File: config.mk
export PLATFORM = sky130hd
export DESIGN_NAME = fetch_stage_flat
export DESIGN_NICKNAME = d
export VERILOG_FILES = /design/src/rtl/mips_fetch_pkg.sv /design/src/rtl/fetch_stage_if.sv /design/src/rtl/fetch_next_pc.sv /design/src/rtl/fetch_stage.sv /design/src/flat_wrapper.sv
export SDC_FILE = /design/constraint.sdc
export NUM_CORES = 1
export LEC_CHECK = 0
export ABC_AREA = 1
export CORE_MARGIN = 4
export CORE_UTILIZATION = 40
export CTS_CLUSTER_DIAMETER = 150
export DETAILED_ROUTE_END_ITERATION = 10
export PLACE_DENSITY = 0.68
export SYNTH_ARGS = -nofsm -noshare
export SYNTH_HDL_FRONTEND = slang
export SYNTH_SLANG_ARGS = --single-unit
File: constraint.sdc
create_clock -name clk -period 5.7 [get_ports clk]
set_clock_uncertainty 0.05 [all_clocks]
set_input_delay 0.855 -clock clk [delete_from_list [all_inputs] [get_ports clk]]
set_output_delay 0.855 -clock clk [all_outputs]
set_load 0.05 [all_outputs]
File: src/rtl/mips_fetch_pkg.sv
// Shared constants and encodings for the MIPS fetch stage: reset/NOP words,
// opcodes, redirect-select and FSM state encodings.
package mips_fetch_pkg;

    localparam logic [31:0] PC_RESET_DEFAULT  = 32'h0040_0000;
    localparam logic [31:0] NOP_INSTR_DEFAULT = 32'h0000_0000;

    localparam logic [5:0] R_TYPE = 6'h00;
    localparam logic [5:0] J      = 6'h02;
    localparam logic [5:0] JAL    = 6'h03;
    localparam logic [5:0] BEQ    = 6'h04;
    localparam logic [5:0] BNE    = 6'h05;

    typedef enum logic [1:0] {
        SEQ = 2'b00,
        BR  = 2'b01,
        JMP = 2'b10,
        JR  = 2'b11
    } redirect_sel_e;

    typedef enum logic {
        BOOT = 1'b0,
        RUN  = 1'b1
    } fetch_state_e;

    function automatic logic [31:0] branch_target(input logic [31:0] pc4,
                                                  input logic [31:0] imm);
        return pc4 + {imm[29:0], 2'b00};
    endfunction

endpackage

File: src/rtl/fetch_stage_if.sv
// Signal bundle between the fetch stage and its surroundings (ID-stage
// redirect controls, instruction memory, IF/ID outputs). Perf counters
// exist only with FETCH_PERF_CNT_EN defined.
interface fetch_stage_if;
    logic        stall;
    logic        branch_eq;
    logic        branch_ne;
    logic        zero;
    logic [31:0] branch_imm;
    logic        jump;
    logic        jr;
    logic [31:0] jr_target;
    logic [31:0] imem_rdata;
    logic [31:0] imem_addr;
    logic [31:0] id_instr;
    logic [31:0] id_pc4;
    logic [5:0]  id_op;
    logic        id_valid;
    logic        misalign;
`ifdef FETCH_PERF_CNT_EN
    logic [31:0] perf_fetch_cnt;
    logic [31:0] perf_flush_cnt;
`endif

    modport master (
        input  stall, branch_eq, branch_ne, zero, branch_imm, jump, jr,
               jr_target, imem_rdata,
        output imem_addr, id_instr, id_pc4, id_op, id_valid, misalign
`ifdef FETCH_PERF_CNT_EN
        , perf_fetch_cnt, perf_flush_cnt
`endif
    );

    modport slave (
        output stall, branch_eq, branch_ne, zero, branch_imm, jump, jr,
               jr_target, imem_rdata,
        input  imem_addr, id_instr, id_pc4, id_op, id_valid, misalign
`ifdef FETCH_PERF_CNT_EN
        , perf_fetch_cnt, perf_flush_cnt
`endif
    );

endinterface

File: src/rtl/fetch_next_pc.sv
// Next-PC priority mux: JR > J/JAL > taken branch > sequential. Also flags
// a taken redirect and a misaligned redirect target.
module fetch_next_pc
    import mips_fetch_pkg::*;
(
    input  logic [31:0] pc,
    input  logic [25:0] jump_index,
    input  logic [31:0] id_pc4,
    input  logic        id_valid,
    input  logic        stall,
    input  logic        branch_eq,
    input  logic        branch_ne,
    input  logic        zero,
    input  logic [31:0] branch_imm,
    input  logic        jump,
    input  logic        jr,
    input  logic [31:0] jr_target,
    output logic [31:0] next_pc,
    output logic        redirect,
    output logic        misalign
);

    redirect_sel_e sel;
    logic [31:0]   target;
    logic          taken_branch;

    assign taken_branch = (branch_eq & zero) | (branch_ne & ~zero);

    always_comb begin
        sel = SEQ;
        if (id_valid && !stall) begin
            if (jr)                sel = JR;
            else if (jump)         sel = JMP;
            else if (taken_branch) sel = BR;
        end
    end

    always_comb begin
        target = '0;
        case (sel)
            JR:      target = jr_target;
            JMP:     target = {id_pc4[31:28], jump_index, 2'b00};
            BR:      target = branch_target(id_pc4, branch_imm);
            default: target = '0;
        endcase
    end

    assign redirect = (sel != SEQ);
    assign misalign = redirect && (target[1:0] != 2'b00);
    // Misaligned targets are still taken, with the low bits dropped.
    assign next_pc  = redirect ? {target[31:2], 2'b00} : pc + 32'd4;

endmodule

File: src/rtl/fetch_stage.sv
// MIPS instruction-fetch stage with IF/ID register and BOOT/RUN FSM.
// Optional perf counters under FETCH_PERF_CNT_EN.
module fetch_stage
    import mips_fetch_pkg::*;
#(
    parameter logic [31:0] PC_RESET  = PC_RESET_DEFAULT,
    parameter logic [31:0] NOP_INSTR = NOP_INSTR_DEFAULT
) (
    input logic           clk,
    input logic           reset,
    fetch_stage_if.master bus
);

    fetch_state_e state_q, state_d;
    logic         capture_valid;

    logic [31:0] pc_q;
    logic [31:0] instr_q;
    logic [31:0] pc4_q;
    logic        valid_q;
    logic        misalign_q;

    logic [31:0] next_pc;
    logic        redirect;
    logic        target_misaligned;

    fetch_next_pc u_next_pc (
        .pc         (pc_q),
        .jump_index (instr_q[25:0]),
        .id_pc4     (pc4_q),
        .id_valid   (valid_q),
        .stall      (bus.stall),
        .branch_eq  (bus.branch_eq),
        .branch_ne  (bus.branch_ne),
        .zero       (bus.zero),
        .branch_imm (bus.branch_imm),
        .jump       (bus.jump),
        .jr         (bus.jr),
        .jr_target  (bus.jr_target),
        .next_pc    (next_pc),
        .redirect   (redirect),
        .misalign   (target_misaligned)
    );

    always_ff @(posedge clk) begin
        if (reset) state_q <= BOOT;
        else       state_q <= state_d;
    end

    always_comb begin
        state_d       = state_q;
        capture_valid = 1'b0;
        case (state_q)
            BOOT: begin
                state_d       = RUN;
                capture_valid = 1'b0;
            end
            RUN: begin
                state_d       = RUN;
                capture_valid = 1'b1;
            end
            default: state_d = BOOT;
        endcase
    end

    always_ff @(posedge clk) begin
        if (reset) begin
            pc_q       <= PC_RESET;
            instr_q    <= NOP_INSTR;
            pc4_q      <= '0;
            valid_q    <= 1'b0;
            misalign_q <= 1'b0;
        end else if (!bus.stall) begin
            pc_q       <= next_pc;
            misalign_q <= misalign_q | target_misaligned;
            if (redirect) begin
                instr_q <= NOP_INSTR;
                pc4_q   <= '0;
                valid_q <= 1'b0;
            end else begin
                instr_q <= bus.imem_rdata;
                pc4_q   <= pc_q + 32'd4;
                valid_q <= capture_valid;
            end
        end
    end

    assign bus.imem_addr = pc_q;
    assign bus.id_instr  = instr_q;
    assign bus.id_pc4    = pc4_q;
    assign bus.id_op     = instr_q[31:26];
    assign bus.id_valid  = valid_q;
    assign bus.misalign  = misalign_q;

`ifdef FETCH_PERF_CNT_EN
    logic [31:0] fetch_cnt_q;
    logic [31:0] flush_cnt_q;

    always_ff @(posedge clk) begin
        if (reset) begin
            fetch_cnt_q <= '0;
            flush_cnt_q <= '0;
        end else if (!bus.stall) begin
            if (redirect)           flush_cnt_q <= flush_cnt_q + 32'd1;
            else if (capture_valid) fetch_cnt_q <= fetch_cnt_q + 32'd1;
        end
    end

    assign bus.perf_fetch_cnt = fetch_cnt_q;
    assign bus.perf_flush_cnt = flush_cnt_q;
`endif

endmodule

File: src/flat_wrapper.sv
// flat-port wrapper written by rule: the top's interface ports become plain ports
module fetch_stage_flat import mips_fetch_pkg::*;
#(
    parameter logic [31:0] PC_RESET  = PC_RESET_DEFAULT,
    parameter logic [31:0] NOP_INSTR = NOP_INSTR_DEFAULT
)
  (clk, reset, bus_stall, bus_branch_eq, bus_branch_ne, bus_zero, bus_branch_imm, bus_jump, bus_jr, bus_jr_target, bus_imem_rdata, bus_imem_addr, bus_id_instr, bus_id_pc4, bus_id_op, bus_id_valid, bus_misalign);
  fetch_stage_if bus_i ();
  input logic clk;
  input logic reset;
  input wire logic [$bits(bus_i.stall)-1:0] bus_stall;
  input wire logic [$bits(bus_i.branch_eq)-1:0] bus_branch_eq;
  input wire logic [$bits(bus_i.branch_ne)-1:0] bus_branch_ne;
  input wire logic [$bits(bus_i.zero)-1:0] bus_zero;
  input wire logic [$bits(bus_i.branch_imm)-1:0] bus_branch_imm;
  input wire logic [$bits(bus_i.jump)-1:0] bus_jump;
  input wire logic [$bits(bus_i.jr)-1:0] bus_jr;
  input wire logic [$bits(bus_i.jr_target)-1:0] bus_jr_target;
  input wire logic [$bits(bus_i.imem_rdata)-1:0] bus_imem_rdata;
  output wire logic [$bits(bus_i.imem_addr)-1:0] bus_imem_addr;
  output wire logic [$bits(bus_i.id_instr)-1:0] bus_id_instr;
  output wire logic [$bits(bus_i.id_pc4)-1:0] bus_id_pc4;
  output wire logic [$bits(bus_i.id_op)-1:0] bus_id_op;
  output wire logic [$bits(bus_i.id_valid)-1:0] bus_id_valid;
  output wire logic [$bits(bus_i.misalign)-1:0] bus_misalign;
  assign bus_i.stall = bus_stall;
  assign bus_i.branch_eq = bus_branch_eq;
  assign bus_i.branch_ne = bus_branch_ne;
  assign bus_i.zero = bus_zero;
  assign bus_i.branch_imm = bus_branch_imm;
  assign bus_i.jump = bus_jump;
  assign bus_i.jr = bus_jr;
  assign bus_i.jr_target = bus_jr_target;
  assign bus_i.imem_rdata = bus_imem_rdata;
  assign bus_imem_addr = bus_i.imem_addr;
  assign bus_id_instr = bus_i.id_instr;
  assign bus_id_pc4 = bus_i.id_pc4;
  assign bus_id_op = bus_i.id_op;
  assign bus_id_valid = bus_i.id_valid;
  assign bus_misalign = bus_i.misalign;
  fetch_stage #(.PC_RESET(PC_RESET), .NOP_INSTR(NOP_INSTR)) u_core (.clk(clk), .reset(reset), .bus(bus_i));
endmodule
==> summary.txt <==
worst vdd ir: 0.1368 mV
FF-to-FF Start: u_core.bus.id_pc4[2]
Fillers: 1850
mapped cell area: 0.007302 mm^2
Core Area: 0.01796 mm^2
detailed placement HPWL: 20350 um
first-pass GRT wire length: 40270 um
number of CTS-inserted buffers: 9
crit path buf inv count: 2
Crit. End Element: flip-flop
# diodes: 0
top cells by area, synth: dfxtp_1 26%, nand2_1 23%, inv_1 9.1%
Hold-fix buffers, CTS: 0
Residual DRC: 0
Final Util: 0.5364
endpoints failing hold: 0
placed insts: 1634
reg2reg path depth: 15
die area: 0.02048 mm^2
Synth Flop Type: dfxtp_1
WP data arrival: 3390 ps
postcts setup bufs: 0
RR Endpoint: u_core.bus.imem_addr[30]
Async SR Flop Fraction: 0
via count: 8242
Leak: 0.004466 uW
worst-margin pin slew: 996.4 ps
routed wire length: 25870 um
clock tree root driver cell: clkbuf_16
storage element area: 0.001902 mm^2
critical path depth: 9
vias in the first global route: 7626
TritonRoute pass-1 iters: 5
FP Rows: 49
Worst path slowest cell: nor2_4
Die X: 143.1 um
Final nets: 1551
FF-to-FF setup slack: 3230 ps
flops & latches, synth: 95
Worst slew margin: 0.3341
final period utilization: 0.5542
synthesized area per cell: 5.865 um^2
crit path to: u_core.bus.imem_addr[6]
initial antenna violation count: 0
Clock Latency Late Sink: 350 ps
# port buffers: 201
fin worst setup slack: 2541 ps
ANT nets after route: 0
EDFF count, synth: 0
Worst Path Required: 5930 ps
chip height: 143.1 um
Cells on Worst Hold Path: 2
Placement Setup Slack: 2142 ps
max-cap violations: 0
maximum fanout along the worst path: 42
clock slew at reported path FFs: 70 ps
Initial DRC Count: 606
footprint of the multi-input gates: 0.004439 mm^2
clock buffer depth: 2
crit path kind: input pin to flip-flop
largest net degree at the start of global routing: 52
H-tree depth: 3
IO Pins: 208
fmax: 316.6 MHz
final setup TNS: 0 ps
fin. max-slew vios: 0
most frequent CP cell: nand2_4
unique cell type count in the Yosys netlist: 43
crit path from: bus_zero
crit-path leading delay family: simple AND/OR/NAND/NOR gates
CTS Sinks: 95
total track usage: 0.2496
proportion of netlist area held by the largest area contributor: 0.2605
Setup crit start kind: input pin
Seq/Total Area, Yosys: 0.2605
Placer Congestion: 0.9802
critical path, cell by cell: clkdlybuf4s50_1, inv_1, nor2_2, o21bai_4, nand2_4, nand2_4, nor2_4, nand3_1, a31oi_1
status: finished clean
Final Power: 1925 uW
GRT overflow: 0
Via density: 4.995
final setup fails: 0
CTS tree: done
Synth Instances: 1245
unrepaired setup endpoints after global routing: no
final non-filler cell total: 1650
PD cells: 199.8 mW/mm^2
DR WL/cell: 15.68 um
initial core utilization: 0.4065
layout cell share with drive strength beyond 1: 0.04363
CTS resizes: 0
area leader, netlist: dfxtp_1
min Tclk post-route: 3159 ps
Ys Warns: 0
worst hold path class: flip-flop to flip-flop
Largest stage delay, worst path: 770 ps
Syn-to-layout area delta: 31.96%
## sequential cells by signal, indices dropped and copies added, names as in the netlist
signal	flops
u_core.bus.id_instr	32
u_core.bus.id_pc4	30
u_core.bus.imem_addr	30
u_core.bus.id_valid	1
u_core.bus.misalign	1
u_core.state_q	1
## worst min-delay path, stage by stage, from the launching register on
cell	delay, ps
dfxtp_1	300
nand2_1	60
a21oi_1	50
## cell usage in the layout (no fill, tap or decap), types with 3 or more instances in the layout
| cell | count |
|---|---|
| nand2_1 | 456 |
| clkdlybuf4s50_1 | 199 |
| inv_1 | 177 |
| nand3_1 | 114 |
| nor2_1 | 104 |
| dfxtp_1 | 95 |
| a21oi_1 | 90 |
| ha_1 | 30 |
| o21ai_0 | 28 |
| nand3b_1 | 11 |
| nand4_1 | 9 |
| nor3_1 | 9 |
| clkbuf_16 | 9 |
| xnor2_1 | 8 |
| inv_2 | 8 |
| xor2_1 | 7 |
| or2_2 | 5 |
| nand3_2 | 5 |
| o211ai_1 | 4 |
| nor2_4 | 4 |
| conb_1 | 4 |
| a31oi_1 | 3 |
| a211oi_2 | 3 |
| nor3_2 | 3 |
| clkinvlp_4 | 3 |
## metrics by stage
| stage | hold slack (ps) | cell area, um^2 |
|---|---|---|
| global route | 434.6 | 9635 |
| CTS | 408.7 | 9635 |
| floorplan | 375.6 | 7313 |
| finish | 405.3 | 9635 |
| global placement | 388.2 | 9351 |
| detailed placement | 397.0 | 9351 |
## routing by layer
metal | vias up | routed length [um] | track usage
met1 | 3700 | 11530 | 0.3469
met4 | 0 | 435 | 0.06653
li1 | 4230 | - | -
met5 | - | 0 | 0
met2 | 283 | 11670 | 0.4038
met3 | 29 | 2236 | 0.03851
## worst min path at each step
stage / from / to / slack [ps]
6_report: u_core.state_q / u_core.bus.id_valid / 410
5_1_grt: u_core.bus.misalign / u_core.bus.misalign / 430
4_1_cts: u_core.state_q / u_core.bus.id_valid / 410
3_5_place_dp: u_core.bus.misalign / u_core.bus.misalign / 400
3_3_place_gp: u_core.bus.misalign / u_core.bus.misalign / 390
2_1_floorplan: u_core.state_q / u_core.bus.id_valid / 380
## layout make-up
class	count	share of cell area
clock inverter	6	0.004675
tap	229	0.02974
sequential	95	0.1974
timing repair buffer	203	0.2093
inverter	187	0.07337
clock buffer	10	0.02480
multi-input combinational	920	0.4607
## synth_stat cells, drive strengths merged, types with 2 or more instances
master	count
a211oi	3
a21oi	92
a22oi	2
a31oi	3
and2	2
buf	29
clkbuf	17
dfxtp	95
ha	30
inv	187
nand2	460
nand3	119
nand3b	11
nand4	9
nor2	111
nor3	12
o211ai	4
o21ai	31
o21bai	4
or2	5
xnor2	8
xor2	7
## report_power, final
group	internal, uW	switching (uW)
combinational	219	372
sequential	701	45.1
clock	310	278
total	1230	695
## kinds of logic (layout without fill, tap and decap cells)
| family | Yosys count | in the layout | synth area share |
|---|---|---|---|
| xor gates and xnor gates | 15 | 15 | 0.01799 |
| adders and majority gates | 31 | 31 | 0.05415 |
| AOI/OAI and AO/OA | 141 | 141 | 0.1102 |
| DFF | 95 | 95 | 0.2605 |
| other | 1 | 4 | 0.0005136 |
| and+or+nand+nor | 729 | 729 | 0.4236 |
| buffers and inverters | 233 | 406 | 0.1331 |
Power figures use the tool's default switching activity.
